## config.mk

```make
export PLATFORM = sky130hd
export DESIGN_NAME = pong_gamepad_reader_flat
export DESIGN_NICKNAME = d
export VERILOG_FILES = /design/src/rtl/pong_gamepad_reader_if.sv /design/src/rtl/pong_gamepad_reader.sv /design/src/flat_wrapper.sv
export SDC_FILE = /design/constraint.sdc
export NUM_CORES = 1
export LEC_CHECK = 0
export CAP_MARGIN = 40
export CORE_MARGIN = 2
export CORE_UTILIZATION = 51
export CTS_CLUSTER_SIZE = 16
export DETAILED_ROUTE_END_ITERATION = 6
export PLACE_DENSITY = 0.81
export SYNTH_ARGS = -nofsm -noshare
export SYNTH_HDL_FRONTEND = slang
export SYNTH_SLANG_ARGS = --single-unit
export TNS_END_PERCENT = 100
```

## constraint.sdc

```tcl
create_clock -name clk -period 2 [get_ports clk]
set_input_delay 0.4 -clock clk [delete_from_list [all_inputs] [get_ports clk]]
set_output_delay 0.4 -clock clk [all_outputs]
set_load 0.005 [all_outputs]
```

## src/rtl/pong_gamepad_reader_if.sv

```systemverilog
`default_nettype none
// ============================================================================
//  Module   : pong_gamepad_reader_if
//  Purpose  : Bundles the serial pad link (shared latch/clock, one data line
//             per pad) with the parallel button words and the frame strobe
//             handed to the pong game logic.
//  Revision : 1.0  initial release
// ============================================================================
interface pong_gamepad_reader_if #(
  parameter int NUM_BITS = 16
);
  // Pad-side serial link
  logic                pad_latch;
  logic                pad_clk;
  logic                pad_data_p1;
  logic                pad_data_p2;
  // Game-side parallel results
  logic [NUM_BITS-1:0] buttons_p1;
  logic [NUM_BITS-1:0] buttons_p2;
  logic                frame_valid;

  // The reader drives the pads and the game, and listens to the data lines
  modport master (
    output pad_latch,
    output pad_clk,
    input  pad_data_p1,
    input  pad_data_p2,
    output buttons_p1,
    output buttons_p2,
    output frame_valid
  );

  // Pads and game logic see the mirror image
  modport slave (
    input  pad_latch,
    input  pad_clk,
    output pad_data_p1,
    output pad_data_p2,
    input  buttons_p1,
    input  buttons_p2,
    input  frame_valid
  );
endinterface
`default_nettype wire

```

## src/rtl/pong_gamepad_reader.sv

```systemverilog
`default_nettype none
// ============================================================================
//  Module   : pong_gamepad_reader
//  Purpose  : Polls two SNES-style serial gamepads on a fixed poll period and
//             presents active-high parallel button words plus a one-cycle
//             frame_valid strobe to the pong game logic.
//  Options  : GAMEPAD_DEBOUNCE_EN - when defined, a frame is only committed
//             if both players' raw words match the previous frame's words.
//  Revision : 1.0  initial release
// ============================================================================
module pong_gamepad_reader #(
  parameter int CLK_DIV     = 4,       // system cycles per pad_clk half-period (>=2)
  parameter int NUM_BITS    = 16,      // bits shifted per frame (>=3)
  parameter int POLL_PERIOD = 420000   // cycles between frame starts
) (
  input  wire logic             clk,
  input  wire logic             rst_n,
  input  wire logic             en,
  pong_gamepad_reader_if.master bus
);

  localparam int c_POLL_W = (POLL_PERIOD > 1) ? $clog2(POLL_PERIOD) : 1;
  localparam int c_TMR_W  = $clog2(2 * CLK_DIV);
  localparam int c_BIT_W  = $clog2(NUM_BITS);

  localparam logic [c_POLL_W-1:0] c_POLL_LAST  = c_POLL_W'(POLL_PERIOD - 1);
  localparam logic [c_TMR_W-1:0]  c_LATCH_LAST = c_TMR_W'(2 * CLK_DIV - 1);
  localparam logic [c_TMR_W-1:0]  c_HALF_LAST  = c_TMR_W'(CLK_DIV - 1);
  localparam logic [c_BIT_W-1:0]  c_BIT_LAST   = c_BIT_W'(NUM_BITS - 1);

  typedef enum logic [2:0] {
    ST_IDLE     = 3'd0,
    ST_LATCH    = 3'd1,
    ST_SHIFT_LO = 3'd2,
    ST_SHIFT_HI = 3'd3,
    ST_DONE     = 3'd4
  } state_t;

  state_t              r_state;
  state_t              w_state_nxt;
  logic                w_sample;
  logic                w_commit;
  logic                w_accept;

  logic [c_POLL_W-1:0] r_poll_cnt;
  logic [c_TMR_W-1:0]  r_tmr;
  logic [c_BIT_W-1:0]  r_bit_cnt;

  logic [1:0]          r_sync_p1;
  logic [1:0]          r_sync_p2;
  logic                w_data_p1;
  logic                w_data_p2;

  // Only NUM_BITS-1 bits are stored: the final bit is taken straight from the
  // synchronizer at commit time, so the word is complete on the DONE edge.
  logic [NUM_BITS-2:0] r_shift_p1;
  logic [NUM_BITS-2:0] r_shift_p2;
  logic [NUM_BITS-1:0] w_raw_p1;
  logic [NUM_BITS-1:0] w_raw_p2;

  logic                r_pad_latch;
  logic                r_pad_clk;
  logic                r_frame_valid;
  logic [NUM_BITS-1:0] r_buttons_p1;
  logic [NUM_BITS-1:0] r_buttons_p2;

  assign w_data_p1 = r_sync_p1[1];
  assign w_data_p2 = r_sync_p2[1];

  // Pad lines are active-low; invert so a pressed button reads as 1
  assign w_raw_p1 = ~{w_data_p1, r_shift_p1};
  assign w_raw_p2 = ~{w_data_p2, r_shift_p2};

  // Two-flop synchronizers for the asynchronous pad data lines
  always_ff @(posedge clk or negedge rst_n) begin
    if (!rst_n) begin
      r_sync_p1 <= 2'b11;
      r_sync_p2 <= 2'b11;
    end else begin
      r_sync_p1 <= {r_sync_p1[0], bus.pad_data_p1};
      r_sync_p2 <= {r_sync_p2[0], bus.pad_data_p2};
    end
  end

  // Free-running poll counter; sets the frame cadence independent of en
  always_ff @(posedge clk or negedge rst_n) begin
    if (!rst_n) begin
      r_poll_cnt <= '0;
    end else if (r_poll_cnt == c_POLL_LAST) begin
      r_poll_cnt <= '0;
    end else begin
      r_poll_cnt <= r_poll_cnt + 1'b1;
    end
  end

  // FSM state register
  always_ff @(posedge clk or negedge rst_n) begin
    if (!rst_n) begin
      r_state <= ST_IDLE;
    end else begin
      r_state <= w_state_nxt;
    end
  end

  // Next-state decode plus the sample/commit strobes tied to phase ends
  always_comb begin
    w_state_nxt = r_state;
    w_sample    = 1'b0;
    w_commit    = 1'b0;
    case (r_state)
      ST_IDLE: begin
        if ((r_poll_cnt == '0) && en) begin
          w_state_nxt = ST_LATCH;
        end
      end
      ST_LATCH: begin
        if (r_tmr == c_LATCH_LAST) begin
          w_sample    = 1'b1;
          w_state_nxt = ST_SHIFT_LO;
        end
      end
      ST_SHIFT_LO: begin
        if (r_tmr == c_HALF_LAST) begin
          w_state_nxt = ST_SHIFT_HI;
        end
      end
      ST_SHIFT_HI: begin
        if (r_tmr == c_HALF_LAST) begin
          w_sample = 1'b1;
          if (r_bit_cnt == c_BIT_LAST) begin
            w_commit    = 1'b1;
            w_state_nxt = ST_DONE;
          end else begin
            w_state_nxt = ST_SHIFT_LO;
          end
        end
      end
      ST_DONE: begin
        w_state_nxt = ST_IDLE;
      end
      default: begin
        w_state_nxt = ST_IDLE;
      end
    endcase
  end

  // Phase timer restarts on every state change and is held at zero in IDLE
  always_ff @(posedge clk or negedge rst_n) begin
    if (!rst_n) begin
      r_tmr <= '0;
    end else if ((w_state_nxt != r_state) || (r_state == ST_IDLE)) begin
      r_tmr <= '0;
    end else begin
      r_tmr <= r_tmr + 1'b1;
    end
  end

  // Counts bits captured so far; back to zero once the frame commits
  always_ff @(posedge clk or negedge rst_n) begin
    if (!rst_n) begin
      r_bit_cnt <= '0;
    end else if (w_commit) begin
      r_bit_cnt <= '0;
    end else if (w_sample) begin
      r_bit_cnt <= r_bit_cnt + 1'b1;
    end
  end

  // Shift registers fill from the top so the first bit lands in bit 0
  always_ff @(posedge clk or negedge rst_n) begin
    if (!rst_n) begin
      r_shift_p1 <= '0;
      r_shift_p2 <= '0;
    end else if (w_sample) begin
      r_shift_p1 <= {w_data_p1, r_shift_p1[NUM_BITS-2:1]};
      r_shift_p2 <= {w_data_p2, r_shift_p2[NUM_BITS-2:1]};
    end
  end

`ifdef GAMEPAD_DEBOUNCE_EN
  logic [NUM_BITS-1:0] r_prev_p1;
  logic [NUM_BITS-1:0] r_prev_p2;

  // Remember every frame's raw words so the next frame can be compared
  always_ff @(posedge clk or negedge rst_n) begin
    if (!rst_n) begin
      r_prev_p1 <= '0;
      r_prev_p2 <= '0;
    end else if (w_commit) begin
      r_prev_p1 <= w_raw_p1;
      r_prev_p2 <= w_raw_p2;
    end
  end

  assign w_accept = (w_raw_p1 == r_prev_p1) && (w_raw_p2 == r_prev_p2);
`else
  assign w_accept = 1'b1;
`endif

  // Pad strobes are registered copies of the next-state decode so they
  // change only on clock edges and line up exactly with the FSM phases
  always_ff @(posedge clk or negedge rst_n) begin
    if (!rst_n) begin
      r_pad_latch <= 1'b0;
      r_pad_clk   <= 1'b1;
    end else begin
      r_pad_latch <= (w_state_nxt == ST_LATCH);
      r_pad_clk   <= (w_state_nxt != ST_SHIFT_LO);
    end
  end

  // Commit on entry to DONE so frame_valid and the new words appear in DONE
  always_ff @(posedge clk or negedge rst_n) begin
    if (!rst_n) begin
      r_frame_valid <= 1'b0;
      r_buttons_p1  <= '0;
      r_buttons_p2  <= '0;
    end else begin
      r_frame_valid <= w_commit && w_accept;
      if (w_commit && w_accept) begin
        r_buttons_p1 <= w_raw_p1;
        r_buttons_p2 <= w_raw_p2;
      end
    end
  end

  assign bus.pad_latch   = r_pad_latch;
  assign bus.pad_clk     = r_pad_clk;
  assign bus.frame_valid = r_frame_valid;
  assign bus.buttons_p1  = r_buttons_p1;
  assign bus.buttons_p2  = r_buttons_p2;

endmodule
`default_nettype wire
```

## src/flat_wrapper.sv

```systemverilog
// flat-port wrapper written by rule: the top's interface ports become plain ports
module pong_gamepad_reader_flat 
#(
  parameter int CLK_DIV     = 4,                                                     
  parameter int NUM_BITS    = 16,                                     
  parameter int POLL_PERIOD = 420000                                 
)
  (clk, rst_n, en, bus_pad_latch, bus_pad_clk, bus_pad_data_p1, bus_pad_data_p2, bus_buttons_p1, bus_buttons_p2, bus_frame_valid);
  pong_gamepad_reader_if #(.NUM_BITS(NUM_BITS)) bus_i ();
  input  wire logic clk;
  input  wire logic rst_n;
  input  wire logic en;
  output wire logic [$bits(bus_i.pad_latch)-1:0] bus_pad_latch;
  output wire logic [$bits(bus_i.pad_clk)-1:0] bus_pad_clk;
  input wire logic [$bits(bus_i.pad_data_p1)-1:0] bus_pad_data_p1;
  input wire logic [$bits(bus_i.pad_data_p2)-1:0] bus_pad_data_p2;
  output wire logic [$bits(bus_i.buttons_p1)-1:0] bus_buttons_p1;
  output wire logic [$bits(bus_i.buttons_p2)-1:0] bus_buttons_p2;
  output wire logic [$bits(bus_i.frame_valid)-1:0] bus_frame_valid;
  assign bus_pad_latch = bus_i.pad_latch;
  assign bus_pad_clk = bus_i.pad_clk;
  assign bus_i.pad_data_p1 = bus_pad_data_p1;
  assign bus_i.pad_data_p2 = bus_pad_data_p2;
  assign bus_buttons_p1 = bus_i.buttons_p1;
  assign bus_buttons_p2 = bus_i.buttons_p2;
  assign bus_frame_valid = bus_i.frame_valid;
  pong_gamepad_reader #(.CLK_DIV(CLK_DIV), .NUM_BITS(NUM_BITS), .POLL_PERIOD(POLL_PERIOD)) u_core (.clk(clk), .rst_n(rst_n), .en(en), .bus(bus_i));
endmodule
```

# Word-level counts from Yosys, hierarchy flattened
# Index checks and enable logic that the tools add are counted.
# totals
ff_bits	98
input_bits	5
output_inout_bits	35
# classes
addsub	3
eq_ne	10
mux	16
n_bitwise	2
reduce_logical	5
# op_table
cell	count
NOT 16 bit	2
adder 19 x 1 -> 19 bit (second input constant)	1
equality test 19 bit (second input constant)	1
zero test 19 bit	1
two-way mux 19 bit	1
two-way mux 3 bit	6
one-hot mux 3 bit (4 select lines)	1
equality test 3 x 2 -> 1 bit (second input constant)	3
two-way mux 4 bit	2
equality test 3 x 1 -> 1 bit (second input constant)	2
two-way mux 1 bit	5
adder 4 x 1 -> 4 bit (second input constant)	1
equality test 4 bit (second input constant)	1
adder 3 x 1 -> 3 bit (second input constant)	1
equality test 3 bit (second input constant)	1
zero test 3 bit	1
!= test 3 x 2 -> 1 bit (second input constant)	1
!= test 3 bit	1
one-hot mux 1 bit (2 select lines)	1
nonzero test 2 bit	1
logical AND 1 bit	1
logical OR 1 bit	1

# Longest topological paths before layout
# Gate-level depths: netlist of run 1.
# depth
depth_word	7
depth_mapped	8

# Worst setup path before layout of run 1
# OpenSTA, ideal clock, no wires.
# synth_timing
path_type	register to register
start	register u_core.r_tmr[0]
end	register u_core.r_buttons_p1[0] (netlist: u_core.bus.buttons_p1[0])
setup_time_ps	130
t_arrival_ps	1593
required_time_ps	1870
setup_slack_ps	277
path_stages_with_launch	9
n_path_buf	2
path_cell_list	dfrtp_1 ha_1 ha_1 nand3_1 or3_4 buf_6 buf_6 nand2_1 o21ai_1
# synth_via
elab_chain_len	3
# synth_lines
item	line	source
start, declared	pong_gamepad_reader.sv:46	logic [c_TMR_W-1:0] r_tmr;
start signal, assigned	pong_gamepad_reader.sv:154	r_tmr <= r_tmr + 1'b1;
equality test 3 x 2 -> 1 bit	pong_gamepad_reader.sv:128	if (r_tmr == c_HALF_LAST) begin
two-way mux 1 bit	pong_gamepad_reader.sv:128	
two-way mux 1 bit	pong_gamepad_reader.sv:110	case (r_state)
end signal, assigned	pong_gamepad_reader.sv:221	r_buttons_p1 <= w_raw_p1;
end, declared	pong_gamepad_reader.sv:64	logic [NUM_BITS-1:0] r_buttons_p1;
# Every way passes these cells.
# A chain may end at the register's enable or synchronous reset.

# Final worst setup path of run 1
# layout_timing
start	register u_core.r_tmr[0]
end	register u_core.r_buttons_p1[15] (netlist: u_core.bus.buttons_p1[15])
# Same word-level chain as after synthesis.

==> summary.md, run 1 <==
| Metric | Value |
|---|---|
| Status | finished clean |
| GPL Wtd Cong | 0.829 |
| Predominant post-synthesis flop cell | dfrtp_1 |
| Crit-path max FO | 9 |
| Final TNS setup | 0 ps |
| Clock Sinks | 98 |
| Worst setup path category | reg2reg |
| Chip width | 92.3 microns |
| Yosys top cell by area | dfrtp_1 |
| Leakage power | 2.29 nW |
| Fin worst setup slack | 73.6 ps |
| Share of layout cells above drive strength 1 | 19.2% |
| Largest net degree at the start of global routing | 39 |
| Switching Power | 0.805 mW |
| Least-Margin Pin Slew | 521 ps |
| CTS Buf Count | 9 |
| Vias in the first global route | 2,444 |
| First-pass GRT wire length | 11,600 microns |
| Min-delay worst type | reg2reg |
| IO Port Bufs | 39 |
| DRT iter0 DRCs | 132 |
| Power Total | 3.31 mW |
| Number of placed instances, taps included | 456 |
| Final Hold Fails | 0 |
| Synth cell types | 39 |
| Final std cells w/o fill | 483 |
| H-tree depth | 3 |
| Clock tree buffer depth | 2 |
| GRT overflow | 0 |
| IO Count | 40 |
| Post-synth EDFFs | 0 |
| Mapped Cells | 318 |
| TritonRoute pass-1 iters | 4 |
| Via/cell ratio | 5.29 |
| Post-DRT Antenna Nets | 0 |
| Rows | 32 |
| FILL cells | 583 |
| Most frequent cells in the layout | 93 x dfrtp_1, 40 x nand2_1, 38 x clkdlybuf4s50_1 |
| CTS clk-pin slew, worst paths | 100 ps |
| Post-Syn Nets | 329 |
| Part of the cycle the worst path needs | 96.3% |
| Yosys reg bits | 98 |
| Routed wire length | 7470 microns |
| GRT Overall Usage | 17.5% |
| Critical Path Sink Type | register |
| Switch share | 24.3% |
| RSZ-0062 raised after global routing | true |
| CP required | 2250 ps |
| Drt drc | 0 |
| Cell Area, Synth | 3980 sq um |
| TritonCTS clock tree | built |
| Power density over cell area | 675 nW/um^2 |
| Register area share after synthesis | 61.8% |
| DP HPWL | 4690 microns |
| Seq pwr share | 60.7% |
| N_diodes | 0 |
| Fmax | 0.519 GHz |
| Vias post-DR | 2,556 |
| Internal power | 2.51 mW |
| Root Buffer Master | clkbuf_8 |
| CORE AREA | 7650 sq um |
| Setup violators final | 0 |
| Ys Warns | 0 |
| Chip height | 92.3 microns |
| Place WS | -71.0 ps |
| Peak VDD IR | 0.331 mV |
| Tmin final | 1930 ps |
| Slew Viols, Final | 0 |
| Post-route clock skew | 18.7 ps |
| Synth top area share | 58.5% |
| Initial antenna violation count | 0 |
| Critical path launch point type | register |
| Drt wl/cell | 15.5 microns |
| WHS | 360 ps |
| Commonest non-fill, non-tap cell in the layout | dfrtp_1 |
| Die area | 8520 sq um |
| Relative slew slack | 64.9% |
| Max_cap viols | 0 |
| Area grow syn2layout | 23.3% |
| Synth Area per Inst | 12.5 sq um |
| Clock power share | 37.4% |
| Insertion delay to the later sink of the worst-skew pair | 370 ps |
| Final nets | 387 |
| Logic pwr share | 1.9% |
| Initial core utilization | 52.0% |
| Critical path arrival | 2180 ps |
| Synth area leaders | dfrtp_1 58%, mux2_1 5.9%, nand2_1 3.8%, dfstp_2 3.3%, o21ai_2 2.9% |
| Ys async rst share | 100% |
==> worst max-delay path, cell delays in order (launching register included) <==
cell	delay, ps
dfrtp_1	370
ha_2	210
ha_4	140
buf_6	110
nand3_2	100
or3_4	530
clkbuf_16	210
nand2_1	70
o21ai_1	60
==> synth_stat cells, types with 2 or more instances <==
library cell	number
a21oi_1	2
and3_1	4
buf_4	3
buf_6	5
clkbuf_1	2
dfrtp_1	93
dfstp_2	5
ha_1	6
inv_1	10
mux2_1	21
mux2_2	10
mux2i_1	2
nand2_1	40
nand2b_1	2
nand3_1	13
nand4_1	3
nor2_1	17
nor3_1	6
nor4_1	5
nor4_4	2
o21ai_0	2
o21ai_1	20
o21ai_2	13
xnor2_1	10
xor2_1	8
==> per-stage QoR <==
stage	area, sq um	utilization [%]
5_1_grt	4910	64.2
6_report	4910	64.2
2_1_floorplan	3980	-
3_3_place_gp	4500	58.9
3_5_place_dp	4500	58.9
4_1_cts	4720	61.8
==> final timing paths <==
path                       depth (start not counted)                 from                   endpoint  slack (ps)
hold / removal                                     0  u_core.r_sync_p1[0]        u_core.r_sync_p1[1]         360
max in group asynchronous                          3                rst_n        u_core.r_sync_p2[0]         870
min in group asynchronous                          2                rst_n       u_core.r_shift_p2[4]         470
setup reg to reg                                   8      u_core.r_tmr[0]  u_core.bus.buttons_p1[15]          70
setup / recovery                                   8      u_core.r_tmr[0]  u_core.bus.buttons_p1[15]          70
hold reg to reg                                    0  u_core.r_sync_p1[0]        u_core.r_sync_p1[1]         360
==> power by group through the flow <==
stage,combinational [mW],sequential (mW),clock (mW)
finish,0.0631,2.01,1.24
global route,0.0733,2.01,1.37
CTS,0.0666,2.01,1.26
detailed placement,0.0650,2.05,0
global placement,0.0619,2.05,0
floorplan,0.00851,2.05,0
==> what timing repair did <==
action,4_1_cts,5_1_grt
cloned,1,7
endpoints found under the setup margin,31,11
hold buffers,1,0
pin swaps,0,1
endpoints found under the hold margin,23,0
resized for setup,2,5
setup buffers,0,2
==> per-layer routing <==
layer  up-vias  GRT usage (%)  share of wire [%]
li1       1216              -                  -
met3         8           4.80                3.1
met4         0           5.72               0.76
met1      1280           23.2                 44
met2        52           28.3                 52
met5         -              0                  0
==> registers in the layout, indices dropped and copies added (netlist names) <==
name and count:
u_core.r_bit_cnt 4, u_core.bus.buttons_p2 16, u_core.bus.buttons_p1 16, u_core.r_sync_p2 2, u_core.r_shift_p1 15, u_core.r_poll_cnt 19, u_core.r_state 3, u_core.r_shift_p2 15
u_core.r_sync_p1 2, u_core.bus.pad_latch 1, u_core.bus.frame_valid 1, u_core.bus.pad_clk 1, u_core.r_tmr 3
==> cells by family (layout without fill, tap and decap cells) <==
| logic type | Yosys count | after routing | share of synthesized area (%) |
|---|---|---|---|
| flip-flops | 98 | 98 | 61.8 |
| buffers and inverters | 21 | 82 | 3.21 |
| XOR/XNOR | 18 | 18 | 3.96 |
| AO/OA/AOI/OAI | 43 | 43 | 7.14 |
| adder cells (fa/ha/maj) | 6 | 6 | 1.89 |
| multiplexers | 33 | 33 | 9.28 |
| AND/OR/NAND/NOR | 99 | 101 | 12.7 |
==> layout make-up <==
class                   count  area, sq um  share of cell area, %
well taps                 102          128                   2.60
flip-flops and latches     98         2460                   50.1
multi-input cells         201         1440                   29.3
clock inverters             7         72.6                   1.48
inverters                  11         41.3                  0.841
repair buffers             55          643                   13.1
clock buffers               9          124                   2.52
(Power assumes the default switching activity.)
==> run 2, diff against run 1 <==
CAP_MARGIN = 5   (was 40)
SKIP_CTS_REPAIR_TIMING = 1   (was default)
==> run 2 against run 1 <==
  * Routed wire length fell by 9.4%
  * Hold slack barely moved
  * Count of clock-buffer cells in the layout did not move
  * Sequential cell count did not move
  * Power fell by 0.28%
  * Die area did not move
  * Register-to-register slack improved by 40 ps
  * Clock power barely moved
  * Core utilization fell by 2.0 points
  * Final cell count fell by 1.4%
  * Clock skew rose by 0.67 ps
  * Sequential power barely moved
==> summary.md, run 2 (synthesis results as in run 1) <==
| Metric | Value |
|---|---|
| Vias post-DR | 2,454 |
| Critical path arrival | 2150 ps |
| Critical path launch point type | register |
| Power density over cell area | 695 nW/um^2 |
| Slew Viols, Final | 0 |
| Drt wl/cell | 14.2 microns |
| Clock tree buffer depth | 2 |
| CTS clk-pin slew, worst paths | 110 ps |
| Final Hold Fails | 0 |
| H-tree depth | 3 |
| Die area | 8520 sq um |
| Chip height | 92.3 microns |
| CP required | 2270 ps |
| Area grow syn2layout | 19.5% |
| Setup violators final | 0 |
| Logic pwr share | 1.9% |
| Largest Register | u_core.r_poll_cnt |
| GPL Wtd Cong | 0.829 |
| Status | finished clean |
| Clock power share | 37.2% |
| Final TNS setup | 0 ps |
| Peak VDD IR | 0.330 mV |
| Top delay family on crit path | simple AND/OR/NAND/NOR gates |
| Vias in the first global route | 2,428 |
| Capture point of the worst path | u_core.bus.buttons_p1[7] |
| Max reg flops | 19 |
| Worst setup path category | reg2reg |
| Largest net degree at the start of global routing | 39 |
| IO Port Bufs | 39 |
| RSZ-0062 raised after global routing | false |
| Critical Path, Cell by Cell | ha_2 > ha_4 > buf_4 > nand3_1 > or3_4 > buf_12 > nand2_1 > o21ai_2 |
| Crit path depth | 8 |
| Worst Setup SP | u_core.r_tmr[0] |
| Post-route clock skew | 19.3 ps |
| Crit-path max FO | 38 |
| Initial antenna violation count | 0 |
| Fmax | 0.530 GHz |
| Reg2reg path depth | 8 |
| Most frequent cells in the layout | 93 x dfrtp_1, 40 x nand2_1, 38 x clkdlybuf4s50_1 |
| CP max stage delay | 470 ps |
| Root Buffer Master | clkbuf_8 |
| N_diodes | 0 |
| Power Total | 3.31 mW |
| CTS Buf Count | 9 |
| Relative slew slack | 64.6% |
| Internal power | 2.51 mW |
| Insertion delay to the later sink of the worst-skew pair | 370 ps |
| Fin area | 4750 sq um |
| Commonest non-fill, non-tap cell in the layout | dfrtp_1 |
| Critical Path Sink Type | register |
| Area after DPL | 4500 sq um |
| Least-Margin Pin Slew | 527 ps |
| GRT overflow | 0 |
| Worst Path Buf+Inv | 2 |
| Rows | 32 |
| IO Count | 40 |
| Clock Sinks | 98 |
| Max_cap viols | 0 |
| Switch share | 24.1% |
| DP HPWL | 4690 microns |
| Min-delay worst type | reg2reg |
| Drt drc | 0 |
| Tmin final | 1890 ps |
| DRT iter0 DRCs | 141 |
| TritonRoute pass-1 iters | 4 |
| GRT Overall Usage | 17.0% |
| Share of layout cells above drive strength 1 | 17.4% |
| Routed wire length | 6770 microns |
| Via/cell ratio | 5.16 |
| Switching Power | 0.796 mW |
| Worst R2R Start | u_core.r_tmr[0] |
| First-pass GRT wire length | 11,400 microns |
| Leakage power | 2.21 nW |
| CORE AREA | 7650 sq um |
| Seq pwr share | 60.9% |
| Final nets | 380 |
| Chip width | 92.3 microns |
| Worst reg2reg endpoint | u_core.bus.buttons_p1[7] |
| CP max stage cell | or3_4 |
| Part of the cycle the worst path needs | 94.3% |
| TritonCTS clock tree | built |
| Initial core utilization | 52.0% |
| R2r setup slk | 110 ps |
| Place WS | -71.0 ps |
| Fin worst setup slack | 113 ps |
| Post-DRT Antenna Nets | 0 |
-- run 2: how the worst min path moves through the flow --
stage | cells past startpoint | to | slack (ps) | from
global placement | 1 | u_core.r_shift_p2[3] | 320 | rst_n
floorplan | 0 | u_core.bus.buttons_p1[0] | 100 | rst_n
detailed placement | 1 | u_core.r_shift_p2[3] | 330 | rst_n
global route | 0 | u_core.r_sync_p1[1] | 360 | u_core.r_sync_p1[0]
CTS | 1 | u_core.r_shift_p2[3] | -70 | rst_n
finish | 0 | u_core.r_sync_p1[1] | 360 | u_core.r_sync_p1[0]
-- run 2: metrics by stage --
step           util (%)  instances  hold WS (ps)
6_report           62.2        476           360
5_1_grt            62.2        476           361
3_3_place_gp       58.9        456           324
4_1_cts            61.5        472         -67.3
3_5_place_dp       58.9        456           332
2_1_floorplan         -        318           104
-- run 2: power by group through the flow --
stage / Clock [mW] / Combinational (mW) / Sequential (mW)
2_1_floorplan: 0 / 0.00851 / 2.05
3_3_place_gp: 0 / 0.0619 / 2.05
3_5_place_dp: 0 / 0.0650 / 2.05
4_1_cts: 1.26 / 0.0651 / 2.01
5_1_grt: 1.36 / 0.0734 / 2.02
6_report: 1.23 / 0.0630 / 2.01
-- run 2: cell type report --
class                   instances  area (sq um)
clock buffers                   9           124
clock inverters                 7          72.6
fillers                       609          2890
inverters                      11          41.3
multi-input cells             200          1430
flip-flops and latches         98          2460
well taps                     102           128
repair buffers                 49           503
-- run 2: metal layers --
metal	GRT usage (%)	share of wire (%)	wire, microns
met3	5.04	4.0	268
met5	0	0	0
met4	5.60	1.1	74
met1	21.9	45	3050
met2	27.9	50	3380
==> RTL change 1: new RTL, settings of run 1 <==
Re-encode `state_t` (5 states) as one-hot, 5 bits wide.
--- a/src/rtl/pong_gamepad_reader.sv
+++ b/src/rtl/pong_gamepad_reader.sv
@@ -29,10 +29,10 @@
   localparam logic [c_BIT_W-1:0]  c_BIT_LAST   = c_BIT_W'(NUM_BITS - 1);
 
-  typedef enum logic [2:0] {
-    ST_IDLE     = 3'd0,
-    ST_LATCH    = 3'd1,
-    ST_SHIFT_LO = 3'd2,
-    ST_SHIFT_HI = 3'd3,
-    ST_DONE     = 3'd4
+  typedef enum logic [4:0] {
+    ST_IDLE     = 5'b00001,
+    ST_LATCH    = 5'b00010,
+    ST_SHIFT_LO = 5'b00100,
+    ST_SHIFT_HI = 5'b01000,
+    ST_DONE     = 5'b10000
   } state_t;
 
Formal check against the unedited RTL: no difference found for any inputs over 10 cycles, from zero or initial values and one cycle with rst_n low; not proved beyond that.
==> RTL change 1 against run 1 <==
Sequential cell count increased by 2. Cell area decreased by 0.84%. Synthesized area increased by 0.60%. Power increased by 5.1%. Routed wire length decreased by 4.3%. Sequential share of layout area increased by 1.5 points. Setup slack improved by 18 ps.
==> RTL change 1: results (changes against run 1) <==
status: "finished, final reports clean"  # unchanged
place_congestion: 0.805  # was 0.829
synth_compound_area_share_pct: 6.75  # was 7.14%
route.met2.wl_mm: 3.48  # was 3.89 mm
largest_reg_flops: 19  # unchanged
path_class: "reg -> reg"  # unchanged
hp-class: "reg -> reg"  # unchanged
cpPeakStageDelay_ps: 490  # was 530 ps
startpoint: "u_core.r_poll_cnt[1]$_DFF_PN0_"  # was u_core.r_tmr[0]$_DFF_PN0_
grt_use_met3_pct: 5.70  # was 4.80%
cts_inserted_buffers: 9  # unchanged
skew_ps: 15.1  # was 18.7 ps
timing.rr.end: "u_core.r_poll_cnt[18]$_DFF_PN0_"  # was u_core.bus.buttons_p1[15]$_DFFE_PN0P_
reg2regPathDepth: 5  # was 8
largest-register: "u_core.r_poll_cnt"  # unchanged
grtUsageMet2_pct: 28.7  # was 28.3%
clk_latency_ps: 360
dr_wl_met3_um: 222  # was 231 um
dp_hpwl_mm: 4.60  # was 4.69 mm
clk_pin_slew_ps: 100  # about the same
grt_max_degree: 68  # was 39
top_layer_used: "met4"  # unchanged
ys_seq_area_share_pct: 62.7  # was 61.8%
grt.total_usage_pct: 18.0  # was 17.5%
post-cts-setup-buffer-count: 0  # unchanged
worst-path-max-fanout: 5  # was 9
leakage_nw: 2.21  # was 2.29 nW
clockBufferDepth: 2  # unchanged
htree_levels: 3  # unchanged
rrSetupSlack_ps: 90  # was 70 ps
drive_gt1_share_pct: 20.1  # was 19.2%
finalSetupViolCount: 0  # unchanged
crit_slowest_cell: "or4_4"  # was or3_4
nNetsFinal: 399  # was 387
insertedDiodeCount: 0  # unchanged
max_slew_margin_pct: 69.6  # was 64.9%
n_fill_cell: 573  # was 583
grt_pass1_vias: 2636  # was 2,444
ys_top_cells_by_area: "dfrtp_1 (59%), mux2_2 (8.7%), o21ai_0 (4.5%), nand2_1 (4.5%), dfstp_2 (3.9%)"  # was dfrtp_1 (58%), mux2_1 (5.9%), nand2_1 (3.8%), dfstp_2 (3.3%), o21ai_2 (2.9%)
grt_pass1_wl_mm: 12.4  # was 11.6 mm
synth_adder_area_share_pct: 1.88  # was 1.89%
wl_met1_mm: 3.35  # was 3.30 mm
routed_wl_mm: 7.15  # was 7.47 mm
antenna_found_initial: 0  # unchanged
first_iter_violations: 78  # was 132
synthMuxAreaShare_pct: 9.22  # was 9.28%
io_buffers: 39  # unchanged
synth-xor-area-share_pct: 3.50  # was 3.96%
avgViaCountPerCell: 5.25  # was 5.29
synth_cell_types: 41  # was 39
synth_common_cells: "dfrtp_1 (94), nand2_1 (48), o21ai_0 (36)"  # was dfrtp_1 (93), nand2_1 (40), mux2_1 (21)
syn_nets: 348  # was 329
cts_resized: 0  # was 2
ir_drop_v: 0.000495  # was 0.000331 V
critical-path-top-delay-family: "simple AND/OR/NAND/NOR gates"  # unchanged
grt_use_met1_pct: 24.6  # was 23.2%
[RTL change 1: worst min path at each step]
stage,depth (start not counted),end,start,slack [ps]
detailed placement,1,u_core.r_poll_cnt[4]$_DFF_PN0_,rst_n,340
global placement,1,u_core.r_poll_cnt[4]$_DFF_PN0_,rst_n,340
floorplan,0,u_core.bus.buttons_p1[0]$_DFFE_PN0P_,rst_n,100
finish,0,u_core.r_sync_p2[1]$_DFF_PN1_,u_core.r_sync_p2[0]$_DFF_PN1_,360
global route,0,u_core.r_sync_p2[1]$_DFF_PN1_,u_core.r_sync_p2[0]$_DFF_PN1_,370
CTS,0,u_core.r_sync_p2[1]$_DFF_PN1_,u_core.r_sync_p2[0]$_DFF_PN1_,360
[RTL change 1: final cells by class]
cell class	count	share of cell area, %
sequential	100	51.6
multi-input combinational	212	29.0
timing repair buffer	54	11.5
tap	102	2.62
clock buffer	9	2.55
clock inverter	7	1.95
inverter	11	0.849
[RTL change 1: per-stage QoR]
step | setup slack, ps | power, W | std cells | cell area [um^2] | hold WS (ps)
finish | 91.4 | 0.00348 | 495 | 4870 | 363
global route | 15.0 | 0.00361 | 495 | 4870 | 370
CTS | 14.5 | 0.00351 | 493 | 4820 | 365
detailed placement | 30.9 | 0.00216 | 476 | 4590 | 345
global placement | 142 | 0.00215 | 476 | 4590 | 341
floorplan | 145 | 0.00210 | 337 | 4000 | 104
[RTL change 1: power by group]
| group | switching (W) | total [W] | internal (W) |
|---|---|---|---|
| Combinational | 0.0000425 | 0.0000655 | 0.0000230 |
| Clock | 0.000755 | 0.00137 | 0.000613 |
| Sequential | 0.0000105 | 0.00205 | 0.00204 |
| Total | 0.000808 | 0.00348 | 0.00268 |
==> RTL change 2: new RTL, config.mk and constraints of run 1 <==
Without the edit above. Add a define of `GAMEPAD_DEBOUNCE_EN`.
--- a/src/rtl/pong_gamepad_reader.sv
+++ b/src/rtl/pong_gamepad_reader.sv
@@ -9,4 +9,6 @@
 //  Revision : 1.0  initial release
 // ============================================================================
+`define GAMEPAD_DEBOUNCE_EN
+
 module pong_gamepad_reader #(
   parameter int CLK_DIV     = 4,       // system cycles per pad_clk half-period (>=2)
Check against the original RTL: no difference found for any inputs over 10 cycles, from zero or initial values and one cycle with rst_n low; that may be too few to reach the edited logic, so the function may still have changed.
==> RTL change 2 against run 1 <==
Sequential cell count increased by 32. Routed wire length is 61% higher. Synthesized area up 38%. Power grew 110%. Highest routed layer unchanged. The flow now finishes with violations (negative setup slack). Cell area grew 46%. Critical endpoint unchanged. Setup slack lost 260 ps. Clock power grew to 2.7 times the old value. Clock skew decreased by 3.8 ps. Critical path type unchanged.
==> RTL change 2: results (changes against run 1) <==
grt_pass1_wl_mm: 18.9  # was 11.6 mm
cpPeakStageDelay_ps: 420  # was 530 ps
first_iter_violations: 254  # was 132
largest_reg_flops: 19  # unchanged
cts_inserted_buffers: 17  # was 9
largest-register: "u_core.r_poll_cnt"  # unchanged
ys_top_cells_by_area: "dfrtp_1 (57%), xnor2_1 (6.7%), mux2i_1 (6.4%), mux2_2 (5.5%), nand2_1 (3.5%)"  # was dfrtp_1 (58%), mux2_1 (5.9%), nand2_1 (3.8%), dfstp_2 (3.3%), o21ai_2 (2.9%)
dp_hpwl_mm: 6.68  # was 4.69 mm
hp-class: "in -> reg"  # was reg -> reg
instances_no_fill: 694  # was 483
max_slew_margin_pct: 60.9  # was 64.9%
async_reset_ff_share_pct: 100  # unchanged
ys.warnings.count: 0  # unchanged
drt_first_pass_iters: 5  # was 4
setup_ws_ps: -184  # was 73.6 ps
leakage_nw: 3.15  # was 2.29 nW
syn_nets: 469  # was 329
hold_depth: 1  # was 0
antenna_found_initial: 0  # unchanged
insertedDiodeCount: 0  # unchanged
n_fill_cell: 709  # was 583
grt_pass1_vias: 3843  # was 2,444
htree_levels: 4  # was 3
finalSetupViolCount: 32  # was 0
grt.total_usage_pct: 21.7  # was 17.5%
place_congestion: 0.794  # was 0.829
crit_slowest_cell: "nor4_2"  # was or3_4
place_ws_ps: -126  # was -71.0 ps
worst-path-max-fanout: 11  # was 9
io_buffers: 39  # unchanged
avgViaCountPerCell: 5.33  # was 5.29
netlist_instances: 458  # was 318
clk_latency_ps: 540  # was 370 ps
failed_checks: "negative setup slack"
ir_drop_v: 0.000876  # was 0.000331 V
ys_seq_area_share_pct: 59.5  # was 61.8%
grt_max_degree: 68  # was 39
power.density_nw_per_um2: 957  # was 675 nW/um^2
clk_pin_slew_ps: 60  # was 100 ps
reg2regPathDepth: 7  # was 8
drive_gt1_share_pct: 22.0  # was 19.2%
critical-path-top-delay-family: "simple AND/OR/NAND/NOR gates"  # unchanged
status: "finished, violations left"  # was finished, final reports clean
skew_ps: 14.8  # was 18.7 ps
cts.root.buffer_cell: "clkbuf_8"  # unchanged
crit_arrival_ps: 2630  # was 2180 ps
place_inst: 654  # was 456
routedWlPerCell_um: 17.3  # was 15.5 um
clockBufferDepth: 2  # unchanged
synth_cell_types: 36  # was 39
nNetsFinal: 556  # was 387
synth_common_cells: "dfrtp_1 (125), nand2_1 (51), xnor2_1 (42)"  # was dfrtp_1 (93), nand2_1 (40), mux2_1 (21)
RTL change 2: what timing repair did:
| action | in CTS | in global routing |
|---|---|---|
| hold buffers | 1 | 0 |
| gates resized for setup | 13 | 8 |
| gates cloned | 0 | 2 |
| setup buffers | 4 | 1 |
| endpoints found under the setup margin | 67 | 96 |
| pin swaps | 1 | 2 |
| endpoints found under the hold margin | 33 | 0 |
RTL change 2: cell type report:
cell class / instances / area share, %
Multi-Input combinational cell: 273 / 29.0
Inverter: 39 / 2.04
Tap cell: 136 / 2.38
Sequential cell: 130 / 45.5
Timing Repair Buffer: 84 / 12.1
Clock inverter: 14 / 3.16
Clock buffer: 18 / 5.84
RTL change 2: kinds of logic after synthesis:
group | Yosys count | synth area share [%]
compound gates | 38 | 3.65
flops | 130 | 59.5
simple gates | 112 | 10.3
buf+inv | 55 | 4.31
xor+xnor | 51 | 8.15
mux | 66 | 12.8
fa+ha+maj | 6 | 1.37
RTL change 2: worst paths after layout:
path | from | to | slack, ps
worst max-delay path | u_core.r_shift_p2[10]$_DFFE_PN0P_ | u_core.bus.buttons_p1[15]$_DFFE_PN0P_ | -180
worst min register to register | u_core.r_sync_p2[0]$_DFF_PN1_ | u_core.r_sync_p2[1]$_DFF_PN1_ | 360
min in group asynchronous | rst_n | u_core.bus.buttons_p1[8]$_DFFE_PN0P_ | 390
worst min-delay path | bus_pad_data_p1 | u_core.r_sync_p1[0]$_DFF_PN1_ | 270
max in group asynchronous | rst_n | u_core.bus.pad_clk$_DFF_PN1_ | 940
worst max register to register | u_core.r_shift_p2[10]$_DFFE_PN0P_ | u_core.bus.buttons_p1[15]$_DFFE_PN0P_ | -180
RTL change 2: through the flow:
step	power, W	hold slack, ps	setup TNS (ps)	area, um^2
floorplan	0.00313	104	0	5500
global placement	0.00334	346	-54.3	6300
detailed placement	0.00337	350	-2540	6300
CTS	0.00683	254	-1590	7050
global route	0.00709	268	-9320	7160
finish	0.00685	270	-4710	7160
RTL change 2: power breakdown:
group / internal, W / leakage [nW] / switching [W]
Sequential: 0.00274 / 1.78 / 0.0000973
Combinational: 0.000314 / 1.07 / 0.000311
Clock: 0.00217 / 0.307 / 0.00122
RTL change 2: routing by layer:
layer | share of wire, % | routed length (um) | GRT usage (%)
met4 | 3.0 | 356 | 11.0
met1 | 42 | 5000 | 26.9
met5 | 0 | 0 | 0
met2 | 51 | 6160 | 34.9
met3 | 4.1 | 497 | 6.23
